===== config.mk =====
export PLATFORM = sky130hd
export DESIGN_NAME = instr_fetch_flat
export DESIGN_NICKNAME = d
export VERILOG_FILES = /design/src/rtl/instr_fetch_if.sv /design/src/rtl/instr_fetch.sv /design/src/flat_wrapper.sv
export SDC_FILE = /design/constraint.sdc
export NUM_CORES = 1
export LEC_CHECK = 0
export CORE_MARGIN = 8
export CORE_UTILIZATION = 50
export CTS_BUF_LIST = sky130_fd_sc_hd__clkbuf_8
export DETAILED_ROUTE_END_ITERATION = 6
export GPL_TIMING_DRIVEN = 0
export PLACE_DENSITY = 0.88
export SLEW_MARGIN = 20
export SYNTH_ARGS = -nofsm -noshare
export SYNTH_HDL_FRONTEND = slang
export SYNTH_SLANG_ARGS = --single-unit

===== constraint.sdc =====
create_clock -name clk -period 4.7 [get_ports clk]
set_clock_uncertainty 0.15 [all_clocks]
set_input_delay 0.47 -clock clk [delete_from_list [all_inputs] [get_ports clk]]
set_output_delay 0.47 -clock clk [all_outputs]
set_load 0.05 [all_outputs]

===== src/rtl/instr_fetch_if.sv =====
// Instruction-memory bus between the fetch stage (master) and the memory (slave).
// The memory answers combinationally for the current word address.
interface instr_fetch_if #(
    parameter int memory_addr_size = 6
) ();
    logic [memory_addr_size-1:0] imem_addr;
    logic [31:0]                 imem_data;

    modport master (output imem_addr, input  imem_data);
    modport slave  (input  imem_addr, output imem_data);
endinterface


===== src/rtl/instr_fetch.sv =====
// Instruction-fetch stage: owns the PC, addresses instruction memory and fills
// the IF/ID register; handles stall, redirect, EBREAK halt and misaligned faults.
module instr_fetch #(
    parameter int          memory_size      = 64,
    parameter int          memory_addr_size = 6,
    parameter logic [31:0] reset_pc         = 32'h0000_0000
) (
    input  logic                clk,
    input  logic                rst,
    instr_fetch_if.master       imem,
    input  logic                stall,
    input  logic                redirect,
    input  logic [31:0]         redirect_target,
    output logic [31:0]         if_instr,
    output logic [31:0]         if_pc,
    output logic                if_valid,
    output logic [31:0]         pc,
    output logic                halted,
    output logic                fault
);
    localparam logic [31:0] NOP    = 32'h0000_0013;
    localparam logic [31:0] EBREAK = 32'h0010_0073;

    // Address wrap relies on slicing the PC, so depth must be a power of two.
    if (memory_size != (1 << memory_addr_size)) begin : g_bad_cfg
        $error("instr_fetch: memory_size must equal 2**memory_addr_size");
    end

    typedef enum logic [1:0] {IDLE, FETCH, HALTED} state_t;

    state_t      state_q, state_d;
    logic [31:0] pc_q, pc_d;
    logic [31:0] instr_q, instr_d;
    logic [31:0] ifpc_q, ifpc_d;
    logic        vld_q, vld_d;
    logic        halted_q, halted_d;
    logic        fault_q, fault_d;

    always_ff @(posedge clk or posedge rst) begin
        if (rst) begin
            state_q  <= IDLE;
            pc_q     <= reset_pc;
            instr_q  <= NOP;
            ifpc_q   <= 32'h0;
            vld_q    <= 1'b0;
            halted_q <= 1'b0;
            fault_q  <= 1'b0;
        end else begin
            state_q  <= state_d;
            pc_q     <= pc_d;
            instr_q  <= instr_d;
            ifpc_q   <= ifpc_d;
            vld_q    <= vld_d;
            halted_q <= halted_d;
            fault_q  <= fault_d;
        end
    end

    always_comb begin
        state_d  = state_q;
        pc_d     = pc_q;
        instr_d  = instr_q;
        ifpc_d   = ifpc_q;
        vld_d    = vld_q;
        halted_d = halted_q;
        fault_d  = fault_q;
        if (redirect) begin
            // A misaligned target is never loaded; fetch parks until a good redirect.
            if (redirect_target[1:0] != 2'b00) begin
                fault_d  = 1'b1;
                halted_d = 1'b1;
                vld_d    = 1'b0;
                state_d  = HALTED;
            end else begin
                pc_d     = redirect_target;
                vld_d    = 1'b0;
                instr_d  = NOP;
                halted_d = 1'b0;
                state_d  = FETCH;
            end
        end else begin
            unique case (state_q)
                IDLE:   state_d = FETCH;
                FETCH: begin
                    if (!stall) begin
                        instr_d = imem.imem_data;
                        ifpc_d  = pc_q;
                        vld_d   = 1'b1;
                        pc_d    = pc_q + 32'd4;
                        if (imem.imem_data == EBREAK) begin
                            state_d  = HALTED;
                            halted_d = 1'b1;
                        end
                    end
                end
                HALTED: if (!stall) vld_d = 1'b0;
                default: state_d = IDLE;
            endcase
        end
    end

    assign imem.imem_addr = pc_q[memory_addr_size+1:2];
    assign if_instr       = instr_q;
    assign if_pc          = ifpc_q;
    assign if_valid       = vld_q;
    assign pc             = pc_q;
    assign halted         = halted_q;
    assign fault          = fault_q;
endmodule


===== src/flat_wrapper.sv =====
// flat-port wrapper written by rule: the top's interface ports become plain ports
module instr_fetch_flat 
#(
    parameter int          memory_size      = 64,
    parameter int          memory_addr_size = 6,
    parameter logic [31:0] reset_pc         = 32'h0000_0000
)
  (clk, rst, stall, redirect, redirect_target, if_instr, if_pc, if_valid, pc, halted, fault, imem_imem_addr, imem_imem_data);
  instr_fetch_if #(.memory_addr_size(memory_addr_size)) imem_i ();
  input  logic clk;
  input  logic rst;
  input  logic stall;
  input  logic redirect;
  input  logic [31:0] redirect_target;
  output logic [31:0] if_instr;
  output logic [31:0] if_pc;
  output logic if_valid;
  output logic [31:0] pc;
  output logic halted;
  output logic fault;
  output wire logic [$bits(imem_i.imem_addr)-1:0] imem_imem_addr;
  input wire logic [$bits(imem_i.imem_data)-1:0] imem_imem_data;
  assign imem_imem_addr = imem_i.imem_addr;
  assign imem_i.imem_data = imem_imem_data;
  instr_fetch #(.memory_size(memory_size), .memory_addr_size(memory_addr_size), .reset_pc(reset_pc)) u_core (.clk(clk), .rst(rst), .imem(imem_i), .stall(stall), .redirect(redirect), .redirect_target(redirect_target), .if_instr(if_instr), .if_pc(if_pc), .if_valid(if_valid), .pc(pc), .halted(halted), .fault(fault));
endmodule

==> summary.md, run 1 <==
| Metric | Value |
|---|---|
| Max-Cap Viols | 0 |
| Starting Density | 0.516 |
| Pin count of the biggest net entering global routing | 76 |
| Detailed placement HPWL | 11700 um |
| DR DRC count | 0 |
| Final min period | 3.05 ns |
| Post-Syn Area per Cell | 9.89 sq um |
| CTS max path bufs | 2 |
| Mapped Area | 4770 sq um |
| Commonest non-fill, non-tap cell in the layout | clkdlybuf4s50_1 |
| Layout Nets | 735 |
| DIE HEIGHT | 114 um |
| Leakage | 2.90 nW |
| Post-synth top area share | 0.515 |
| Status | complete, no violations |
| R2R cell count | 6 |
| Final ANT Viol Nets | 0 |
| GR met1 Demand/Resource | 0.289 |
| Num Clock Sinks | 101 |
| Resize count post-CTS | 0 |
| Grt met3 use | 0.0549 |
| Synth Instances | around 480 |
| IO buf count | about 170 |
| Slew margin rel. | 0.338 |
| Hold WC Path Type | input port to async pin |
| First-pass GRT wire length | roughly 24000 um |
| RSZ-0062 raised after global routing | false |
| Post-CTS Setup Inserts | 0 |
| Core area | 9240 sq um |
| Post-synthesis net count | ~550 |
| CP startpoint kind | input port |
| Fill cell count | 646 |
| CTS Hold Buffers Added | 0 |
| Pwr dens | 460 nW/um^2 |
| Area delta synth->final | 44.3% |
| Die Wd | 114 um |
| F_max | 328 MHz |
| Synth Warn # | 0 |
| Crit Path Class | input port to flop |
| Initial antenna violation count | 0 |
| Met2 usage | 0.389 |
| I/O pin cnt | approximately 170 |
| Final setup vio count | 0 |
| # rows | 35 |
| Layout Cells excl Fill | 800 |
| Ant diodes | 0 |
| Gr busiest metal | met2 |
| TritonCTS clock tree | done |
| Die ar. | about 13000 sq um |
| Gp weighted congestion | ~0.9 |
| Post-synth EDFFs | 0 |
| Share of layout cells above drive strength 1 | 0.109 |
| Leading area contributor after synthesis | dfrtp_1 |
| Final Hold Slack | approximately 0.27 ns |
| Via-to-Cell Ratio | 5.77 |
| Final Hold Fails | 0 |
| CTS Root Cell | clkbuf_8 |
| Skew-Pair Late Insertion Delay | roughly 0.37 ns |
| Most frequent cells in the layout | clkdlybuf4s50_1 (172), dfrtp_1 (98), nand2_1 (79) |
| Register area share after synthesis | 0.531 |
| Peak supply drop | 0.306 mV |
| Async S/R FF share, synth | 1.00 |
| Starting DRT DRC Count | 395 |
| CTS H-tree lvls | 3 |
| Worst Max-Slew Pin Slew | 0.986 ns |
| Clk pin slew, worst setup/hold paths | 0.11 ns |
| WL/cell | about 20 um |
| Ys flop type | dfrtp_1 |
| Crit Path Max Fanout | 10 |
| DRT Wirelength | 15800 um |
| CP Data Arrival Time | between 3 and 4 ns |
| Crit end category | flop |
| GR Overflow Total | 0 |
| Req. time, crit path | 4.82 ns |
| Cell variety after synth | 57 |
| Gr usage total | 0.239 |
| Tcrit/Tclk final | 0.649 |
| Placed Cells | 784 |
| Slew Viols, Final | 0 |
| Routed vias | 4619 |
| TritonRoute pass-1 iters | 6 |
| Number of global-route vias before repair | between 4k and 5k |
| Synth area leaders | dfrtp_1 (51%), mux2_2 (7.6%), nand2_1 (6.2%) |
| #FFs+latches synth | 101 |
| CTS Buf Count | 9 |
==> worst paths after layout <==
check	from	end	slack (ns)
max in group asynchronous	rst	u_core.if_instr[4]$_DFFE_PP1P_	3.45
hold / removal	rst	u_core.if_instr[27]$_DFFE_PP0P_	0.27
min in group clk	u_core.fault$_DFFE_PP0P_	u_core.fault$_DFFE_PP0P_	0.32
hold reg to reg	u_core.fault$_DFFE_PP0P_	u_core.fault$_DFFE_PP0P_	0.32
setup reg to reg	u_core.pc[3]$_DFFE_PP0P_	u_core.pc[26]$_DFFE_PP0P_	1.92
setup / recovery	redirect	u_core.if_instr[6]$_DFFE_PP0P_	1.65
==> kinds of logic (layout without fill, tap and decap cells) <==
family                     count (synthesis)  after routing  share of synthesized area
muxes                                     34             34                     0.0798
buffers and inverters                     42            231                     0.0404
and+or+nand+nor                          217            217                      0.228
adders and majority gates                  1              1                    0.00262
AOI/OAI and AO/OA                         87             87                      0.118
DFF                                      101            101                      0.531
==> synthesized netlist by cell type, types with 5 or more instances <==
cell type  number
clkbuf_1       23
a311oi_1        8
nor4_1          8
and3_1          6
a21oi_1        18
mux2_2         32
buf_4           6
nand4_1         8
dfrtp_1        98
nor3_1         14
o21ai_0        27
and2_1          5
nand2_1        79
inv_1           5
nand3_1        44
nor2_1         27
==> routing by layer <==
| layer | part of all wire | wire (um) | vias to the layer above |
|---|---|---|---|
| met4 | 0.038 | 609 | 0 |
| li1 | - | - | 2100 |
| met3 | 0.089 | 1400 | 58 |
| met2 | 0.48 | 7640 | 259 |
| met1 | 0.39 | 6170 | 2202 |
| met5 | 0 | 0 | - |
==> area by class of cell <==
| cell class | instances | area (sq um) | area share |
|---|---|---|---|
| Timing Repair Buffer | 173 | 1750 | 0.254 |
| Buffer | 37 | 174 | 0.0253 |
| Clock buffer | 9 | 124 | 0.0180 |
| Clock inverter | 7 | 73.8 | 0.0107 |
| Tap cell | 129 | 161 | 0.0235 |
| Sequential cell | 101 | 2530 | 0.368 |
| Inverter | 5 | 23.8 | 0.00346 |
| Multi-Input combinational cell | 339 | 2040 | 0.297 |
==> critical path, cell delays in order <==
cell and delay [ns]:
clkdlybuf4s50_1 0.56, clkbuf_1 0.32, nor3b_1 0.77, nor2_1 0.17
clkbuf_1 0.36, buf_1 0.32, nand2_1 0.13, nand2_1 0.06
==> registers in the layout, summed over array words and instances, names as in the netlist <==
name,flops
u_core.state_q,2
u_core.pc,32
u_core.halted,1
u_core.if_instr,32
u_core.if_valid,1
u_core.if_pc,32
u_core.fault,1
==> report_power, final <==
part / switching, mW / total [mW] / internal, mW / leakage, nW
combinational: 0.909 / 1.41 / 0.499 / 1.51
clock: 0.317 / 0.566 / 0.249 / 0.0990
sequential: 0.155 / 1.19 / 1.04 / 1.28
==> stage by stage <==
stage | utilization | power [mW] | setup TNS (ns) | worst slack (ns) | cell area (sq um)
floorplan | - | 2.07 | 0 | 1.44 | 4770
global placement | 0.720 | 2.58 | -1.67 | -0.0205 | 6650
detailed placement | 0.723 | 2.62 | 0 | 1.35 | 6680
CTS | 0.744 | 3.18 | 0 | 1.74 | 6880
global route | 0.744 | 3.29 | 0 | 1.47 | 6880
finish | 0.744 | 3.17 | 0 | 1.65 | 6880
Power figures use the tool's default switching activity.
==> inputs of run 2 (changes only) <==
--- a/config.mk
+++ b/config.mk
@@ -6,11 +6,11 @@
 export NUM_CORES = 1
 export LEC_CHECK = 0
 export CORE_MARGIN = 8
-export CORE_UTILIZATION = 50
+export CORE_UTILIZATION = 42
 export CTS_BUF_LIST = sky130_fd_sc_hd__clkbuf_8
 export DETAILED_ROUTE_END_ITERATION = 6
 export GPL_TIMING_DRIVEN = 0
-export PLACE_DENSITY = 0.88
+export PLACE_DENSITY = 0.79
 export SLEW_MARGIN = 20
 export SYNTH_ARGS = -nofsm -noshare
 export SYNTH_HDL_FRONTEND = slang
==> constraint.sdc (replaced) <==
create_clock -name clk -period 2.7 [get_ports clk]
set_clock_uncertainty 0.15 [all_clocks]
set_input_delay 0.27 -clock clk [delete_from_list [all_inputs] [get_ports clk]]
set_output_delay 0.27 -clock clk [all_outputs]
set_load 0.05 [all_outputs]
==> run 2 against run 1 <==
Final cell count grew 2.0%. Sequential share of layout area shrank 0.62 points. Die area grew 16%. Sequential cell count is the same. Critical path type is now flop to flop.
==> summary.md, run 2 (synthesized netlist as in run 1, its figures left out) <==
| Metric | Value |
|---|---|
| Slew margin rel. | 0.444 (was 0.338) |
| Gr usage total | 0.214 (was 0.239) |
| Layout Cells excl Fill | 816 (was 800) |
| CTS max path bufs | 2 (unchanged) |
| Met2 usage | 0.360 (was 0.389) |
| TritonRoute pass-1 iters | 4 (was 6) |
| F_max | 395 MHz |
| IO buf count | 172 (unchanged) |
| Share of layout cells above drive strength 1 | 0.119 (was 0.109) |
| # rows | 39 (was 35) |
| Via-to-Cell Ratio | 5.74 (was 5.77) |
| Final Hold Slack | 0.0786 ns (was 0.274 ns) |
| Grt met3 use | 0.0437 (was 0.0549) |
| Crit Path Max Fanout | 9 (was 10) |
| Crit end category | flop (unchanged) |
| GR Overflow Total | 0 (unchanged) |
| Placed Cells | 800 (was 784) |
| Final worst slack | 0.170 ns (was 1.65 ns) |
| Routed vias | 4683 (was 4619) |
| Crit-path cells | ha_1 > nand4_1 > nor3_2 > and3_1 > nor3_1 > a311oi_1 (was clkdlybuf4s50_1 > clkbuf_1 > nor3b_1 > nor2_1 > clkbuf_1 > buf_1 > nand2_1 > nand2_1) |
| Leakage | 2.93 nW (was 2.90 nW) |
| Slew Viols, Final | 0 (unchanged) |
| Max incr delay on CP | 0.61 ns (was 0.77 ns) |
| Number of global-route vias before repair | 4636 (was 4740) |
| Pwr dens | 808 nW/um^2 (was 460 nW/um^2) |
| Final min period | 2.53 ns |
| Die Wd | 123 um (was 114 um) |
| Gr busiest metal | met2 (unchanged) |
| Gp weighted congestion | 0.911 (was 0.919) |
| I/O pin cnt | 173 (unchanged) |
| Starting DRT DRC Count | 436 (was 395) |
| Worst Max-Slew Pin Slew | 0.828 ns (was 0.986 ns) |
| Core area | 11200 sq um (was 9240 sq um) |
| DR DRC count | 0 (unchanged) |
| Skew-Pair Late Insertion Delay | 0.39 ns (was 0.37 ns) |
| Commonest non-fill, non-tap cell in the layout | clkdlybuf4s50_1 (unchanged) |
| Area delta synth->final | 46.8% (was 44.3%) |
| Peak supply drop | 0.554 mV (was 0.306 mV) |
| Crit Path Class | flop to flop (was input port to flop) |
| R2R cell count | 6 (unchanged) |
| Starting Density | 0.425 (was 0.516) |
| CTS Root Cell | clkbuf_8 (unchanged) |
| Crit-path slowest cell | nor3_2 (was nor3b_1) |
| R2R Setup Slk | 0.17 ns (was 1.92 ns) |
| Resize count post-CTS | 3 (was 0) |
| Placement Setup Slack | -0.542 ns (was 1.35 ns) |
| Final core utilization | 0.623 (was 0.744) |
| TNS Setup | 0 ns (unchanged) |
| CTS Buf Count | 9 (unchanged) |
| Final ANT Viol Nets | 0 (unchanged) |
| GR met1 Demand/Resource | 0.261 (was 0.289) |
| CP startpoint kind | flop (was input port) |
| Post-CTS Setup Inserts | 0 (unchanged) |
| RSZ-0062 raised after global routing | false (unchanged) |
| Design area | 7000 sq um (was 6880 sq um) |
| Layout Nets | 737 (was 735) |
| WL/cell | 19.9 um (was 19.8 um) |
| Num Clock Sinks | 101 (unchanged) |
| DIE HEIGHT | 123 um (was 114 um) |
| CP Data Arrival Time | 2.68 ns (was 3.17 ns) |
| Critical Path Source | u_core.pc[2]$_DFFE_PP0P_ (was redirect) |
| Total Power | 5.66 mW (was 3.17 mW) |
| Status | complete, no violations (unchanged) |
| Worst setup path end | u_core.pc[26]$_DFFE_PP0P_ (was u_core.if_instr[6]$_DFFE_PP0P_) |
| Fill cell count | 938 (was 646) |
| Max-Cap Viols | 0 (unchanged) |
| CTS H-tree lvls | 3 (unchanged) |
| TritonCTS clock tree | done (unchanged) |
| DRT Wirelength | 16300 um (was 15800 um) |
| Tcrit/Tclk final | 0.937 |
| Most frequent cells in the layout | clkdlybuf4s50_1 (172), dfrtp_1 (98), nand2_1 (79) (unchanged) |
| Initial antenna violation count | 0 (unchanged) |
| Placed Area | 6730 sq um (was 6680 sq um) |
| Final setup vio count | 0 (unchanged) |
| Die ar. | 15000 sq um (was 12900 sq um) |
| Pin count of the biggest net entering global routing | 35 (was 76) |
| Req. time, crit path | 2.85 ns (was 4.82 ns) |
| Storage element area | 2530 sq um (unchanged) |
| Ant diodes | 0 (unchanged) |
| CTS Hold Buffers Added | 0 (unchanged) |
| Multi-input logic area | 2070 sq um (was 2040 sq um) |
| Detailed placement HPWL | 12100 um (was 11700 um) |
| Clk pin slew, worst setup/hold paths | 0.10 ns (was 0.11 ns) |
| Reg-to-reg startpoint | u_core.pc[2]$_DFFE_PP0P_ (was u_core.pc[3]$_DFFE_PP0P_) |
| Hold WC Path Type | input port to async pin (unchanged) |
| R2R Path End | u_core.pc[26]$_DFFE_PP0P_ (unchanged) |
| Final Hold Fails | 0 (unchanged) |
| First-pass GRT wire length | 25000 um (was 24500 um) |
==> run 2: cell count changes in the layout (fill, tap and decap cells not counted), sizes merged <==
cell,previous run,this run
clkinv,1,0
clkbuf,33,35
bufinv,1,2
clkinvlp,2,4
inv,8,4
buf,14,16
==> run 2: how the worst min path moves through the flow <==
stage,start,slack (ns),depth (start not counted),to
finish,rst,0.08,2,u_core.if_pc[11]$_DFFE_PP0P_
global route,rst,0.10,2,u_core.if_pc[17]$_DFFE_PP0P_
CTS,rst,0.09,2,u_core.if_pc[13]$_DFFE_PP0P_
detailed placement,u_core.fault$_DFFE_PP0P_,0.30,1,u_core.fault$_DFFE_PP0P_
global placement,u_core.fault$_DFFE_PP0P_,0.29,1,u_core.fault$_DFFE_PP0P_
floorplan,imem_imem_data[26],0.25,2,u_core.if_instr[26]$_DFFE_PP0P_
==> run 2: final cells by class <==
cell class | instances | area share
inverter | 5 | 0.00322
multi-input combinational | 339 | 0.296
clock inverter | 5 | 0.0118
buffer | 37 | 0.0250
tap | 143 | 0.0256
timing repair buffer | 175 | 0.255
sequential | 101 | 0.362
clock buffer | 11 | 0.0216
==> run 2: routing by layer <==
| layer | wire, um | share of wire |
|---|---|---|
| met1 | 6420 | 0.40 |
| met3 | 1350 | 0.083 |
| met5 | 0 | 0 |
| met2 | 8040 | 0.49 |
| met4 | 448 | 0.028 |
==> run 2: critical path, delay by kind of cell, from the launching register on <==
family	cells	cell delay [ns]
AND/OR/NAND/NOR	4	1.24
flip-flops	1	0.50
AO/OA/AOI/OAI	1	0.28
adder cells (fa/ha/maj)	1	0.27
==> run 2: power breakdown <==
part | internal, mW | leakage, nW | total, mW | switching, mW
registers | 1.81 | 1.28 | 2.08 | 0.273
clock network | 0.572 | 0.108 | 1.12 | 0.551
logic | 0.876 | 1.54 | 2.45 | 1.58
==> inputs of run 3 (changes only) <==
--- a/config.mk
+++ b/config.mk
@@ -5,12 +5,13 @@
 export SDC_FILE = /design/constraint.sdc
 export NUM_CORES = 1
 export LEC_CHECK = 0
+export ABC_AREA = 1
 export CORE_MARGIN = 8
-export CORE_UTILIZATION = 42
+export CORE_UTILIZATION = 48
 export CTS_BUF_LIST = sky130_fd_sc_hd__clkbuf_8
 export DETAILED_ROUTE_END_ITERATION = 6
 export GPL_TIMING_DRIVEN = 0
-export PLACE_DENSITY = 0.79
+export PLACE_DENSITY = 0.83
 export SLEW_MARGIN = 20
 export SYNTH_ARGS = -nofsm -noshare
 export SYNTH_HDL_FRONTEND = slang
==> constraint.sdc (replaced) <==
create_clock -name clk -period 2.66 [get_ports clk]
set_clock_uncertainty 0.15 [all_clocks]
set_input_delay 0.266 -clock clk [delete_from_list [all_inputs] [get_ports clk]]
set_output_delay 0.266 -clock clk [all_outputs]
set_load 0.05 [all_outputs]
==> run 3 against run 2 <==
Core utilization increased by 6.5 points. Worst setup slack better by 0.29 ns. Clock power fell by 20%.
==> summary.md, run 3 <==
| Metric | Value |
|---|---|
| Most common cell in the netlist | nand2_1 (was dfrtp_1) |
| Ys flop type | dfrtp_1 (unchanged) |
| Reg-to-reg startpoint | u_core.pc[3]$_DFFE_PP0P_ (was u_core.pc[2]$_DFFE_PP0P_) |
| Placed Cells | 1057 (was 800) |
| Gp weighted congestion | 0.920 (was 0.911) |
| Mapped Area | 5410 sq um (was 4770 sq um) |
| Design area | 7520 sq um (was 7000 sq um) |
| Final ANT Viol Nets | 0 (unchanged) |
| Area delta synth->final | 39.2% (was 46.8%) |
| Post-synth top area share | 0.454 (was 0.515) |
| Req. time, crit path | 2.24 ns (was 2.85 ns) |
| Max-Cap Viols | 0 (unchanged) |
| I/O pin cnt | 173 (unchanged) |
| Post-CTS Setup Inserts | 0 (unchanged) |
| Resize count post-CTS | 0 (was 3) |
| Most common library cells after synthesis | nand2_1 (264), dfrtp_1 (98), nor2_1 (92), inv_1 (84), o21ai_0 (60) (was dfrtp_1 (98), nand2_1 (79), nand3_1 (44), mux2_2 (32)) |
| Register area share after synthesis | 0.468 (was 0.531) |
| F_max | 455 MHz |
| R2R Path End | u_core.pc[30]$_DFFE_PP0P_ (was u_core.pc[26]$_DFFE_PP0P_) |
| Final worst slack | 0.461 ns (was 0.170 ns) |
| Final Hold Slack | 0.0647 ns (was 0.0786 ns) |
| First-pass GRT wire length | 27900 um (was 25000 um) |
| TritonCTS clock tree | done (unchanged) |
| Slew Viols, Final | 0 (unchanged) |
| Peak supply drop | 0.628 mV (was 0.554 mV) |
| Tcrit/Tclk final | 0.827 |
| Crit end category | primary output (was flop) |
| Synth Instances | 743 (was 482) |
| WL/cell | 16.0 um (was 19.9 um) |
| Final Hold Fails | 0 (unchanged) |
| CP startpoint kind | flop (unchanged) |
| Via-to-Cell Ratio | 5.16 (was 5.74) |
| Post-Syn Area per Cell | 7.27 sq um (was 9.89 sq um) |
| Final setup vio count | 0 (unchanged) |
| CP Data Arrival Time | 1.78 ns (was 2.68 ns) |
| Starting Density | 0.494 (was 0.425) |
| Core area | 10900 sq um (was 11200 sq um) |
| Synth Warn # | 0 (unchanged) |
| Gr usage total | 0.235 (was 0.214) |
| Starting DRT DRC Count | 421 (was 436) |
| Die ar. | 14900 sq um (was 15000 sq um) |
| CTS H-tree lvls | 3 (unchanged) |
| Status | complete, no violations (unchanged) |
| Die Wd | 122 um (was 123 um) |
| Final core utilization | 0.688 (was 0.623) |
| Commonest non-fill, non-tap cell in the layout | nand2_1 (was clkdlybuf4s50_1) |
| DR DRC count | 0 (unchanged) |
| Leading area contributor after synthesis | dfrtp_1 (unchanged) |
| Crit Path Class | flop to primary output (was flop to flop) |
| Hold WC Path Type | input port to async pin (unchanged) |
| Skew-Pair Late Insertion Delay | 0.36 ns (was 0.39 ns) |
| Share of layout cells above drive strength 1 | 0.0729 (was 0.119) |
| Pin count of the biggest net entering global routing | 37 (was 35) |
| # rows | 38 (was 39) |
| Async S/R FF share, synth | 1.00 (unchanged) |
| Post-synth EDFFs | 0 (unchanged) |
| Num Clock Sinks | 101 (unchanged) |
| IO buf count | 171 (was 172) |
| Placed Area | 7360 sq um (was 6730 sq um) |
| TritonRoute pass-1 iters | 5 (was 4) |
| RSZ-0062 raised after global routing | false (unchanged) |
| DIE HEIGHT | 122 um (was 123 um) |
| Initial antenna violation count | 0 (unchanged) |
| Ant diodes | 0 (unchanged) |
| Crit Path Max Fanout | 8 (was 9) |
| Clk pin slew, worst setup/hold paths | 0.10 ns (about the same) |
| Layout Nets | 997 (was 737) |
| Slew margin rel. | 0.551 (was 0.444) |
| CTS max path bufs | 2 (unchanged) |
| Pwr dens | 933 nW/um^2 (was 808 nW/um^2) |
| Leakage | 3.56 nW (was 2.93 nW) |
| Most frequent cells in the layout | nand2_1 (264), clkdlybuf4s50_1 (171), dfrtp_1 (98) (was clkdlybuf4s50_1 (172), dfrtp_1 (98), nand2_1 (79)) |
| #FFs+latches synth | 101 (unchanged) |
| CTS Root Cell | clkbuf_8 (unchanged) |
| Routed vias | 5537 (was 4683) |
| Layout Cells excl Fill | 1073 (was 816) |
| Final min period | 2.20 ns |
| R2R Setup Slk | 0.59 ns (was 0.17 ns) |
| Number of global-route vias before repair | 5484 (was 4636) |
| R2R cell count | 10 (was 6) |
| Post-synthesis net count | 812 (was 551) |
| GR Overflow Total | 0 (unchanged) |
| Placement Setup Slack | 0.437 ns (was -0.542 ns) |
| DRT Wirelength | 17200 um (was 16300 um) |
| CTS Buf Count | 9 (unchanged) |
| Synth area leaders | dfrtp_1 (45%), nand2_1 (18%), nor2_1 (6.4%) (was dfrtp_1 (51%), mux2_2 (7.6%), nand2_1 (6.2%)) |
| CTS Hold Buffers Added | 0 (unchanged) |
| Detailed placement HPWL | 13500 um (was 12100 um) |
| Worst Max-Slew Pin Slew | 0.673 ns (was 0.828 ns) |
| Cell variety after synth | 30 (was 57) |
==> run 3: cell count changes after synthesis, sizes merged, moves of 9 or more <==
cell    before  now
mux2        32    2
inv          5   86
a21oi       18    9
buf         13   22
clkbuf      24   15
nand2       79  265
nor3        15    4
nor4         9    0
nor2        27   95
o21ai       27   62
o31ai        2   23
==> run 3: how the worst max path moves through the flow <==
stage	startpoint	to	slack, ns	cells after the start
3_3_place_gp	rst	u_core.if_pc[30]$_DFFE_PP0P_	-0.005	2
6_report	u_core.pc[4]$_DFFE_PP0P_	pc[4]	0.46	2
3_5_place_dp	redirect_target[1]	u_core.if_instr[10]$_DFFE_PP0P_	0.44	9
2_1_floorplan	u_core.pc[3]$_DFFE_PP0P_	u_core.pc[26]$_DFFE_PP0P_	0.58	10
5_1_grt	u_core.pc[4]$_DFFE_PP0P_	pc[4]	0.40	2
4_1_cts	u_core.pc[4]$_DFFE_PP0P_	pc[4]	0.45	2
==> run 3: power by group <==
part	total (mW)	leakage, nW	switching (mW)	internal, mW
clock	0.891	0.0936	0.552	0.338
sequential	2.35	1.25	0.382	1.97
combinational	3.78	2.22	2.56	1.22
total	7.02	3.56	3.49	3.52
==> run 3: routing by layer <==
metal / up-vias / part of all wire / GRT usage
li1: 2690 / - / -
met1: 2555 / 0.39 / 0.278
met2: 254 / 0.47 / 0.395
met3: 38 / 0.11 / 0.0787
met4: 0 / 0.024 / 0.0807
met5: - / 0 / 0
==> run 3: final cells by class <==
class	count	area (sq um)
fill	957	3410
buffer	37	206
tap	140	175
clock buffer	9	124
clock inverter	7	45.0
timing repair buffer	174	1770
sequential	101	2530
inverter	86	327
multi-input combinational	519	2340
==> run 3: cell families after synthesis <==
logic type | Yosys count | share of synthesized area
buf+inv | 123 | 0.0979
simple gates | 415 | 0.307
mux | 2 | 0.00417
flops | 101 | 0.468
fa+ha+maj | 1 | 0.00231
compound gates | 101 | 0.120
==> run 3: metrics by stage <==
stage	total power, mW	setup TNS, ns
final	7.02	0
after global routing	7.37	0
after CTS	7.04	0
after detailed placement	6.16	0
after global placement	6.08	-0.126
after floorplan	4.76	0
==> run 3: critical path: stages, from the launching register on <==
cell and delay, ns:
dfrtp_1 0.49, buf_4 0.15, clkdlybuf4s50_1 0.79
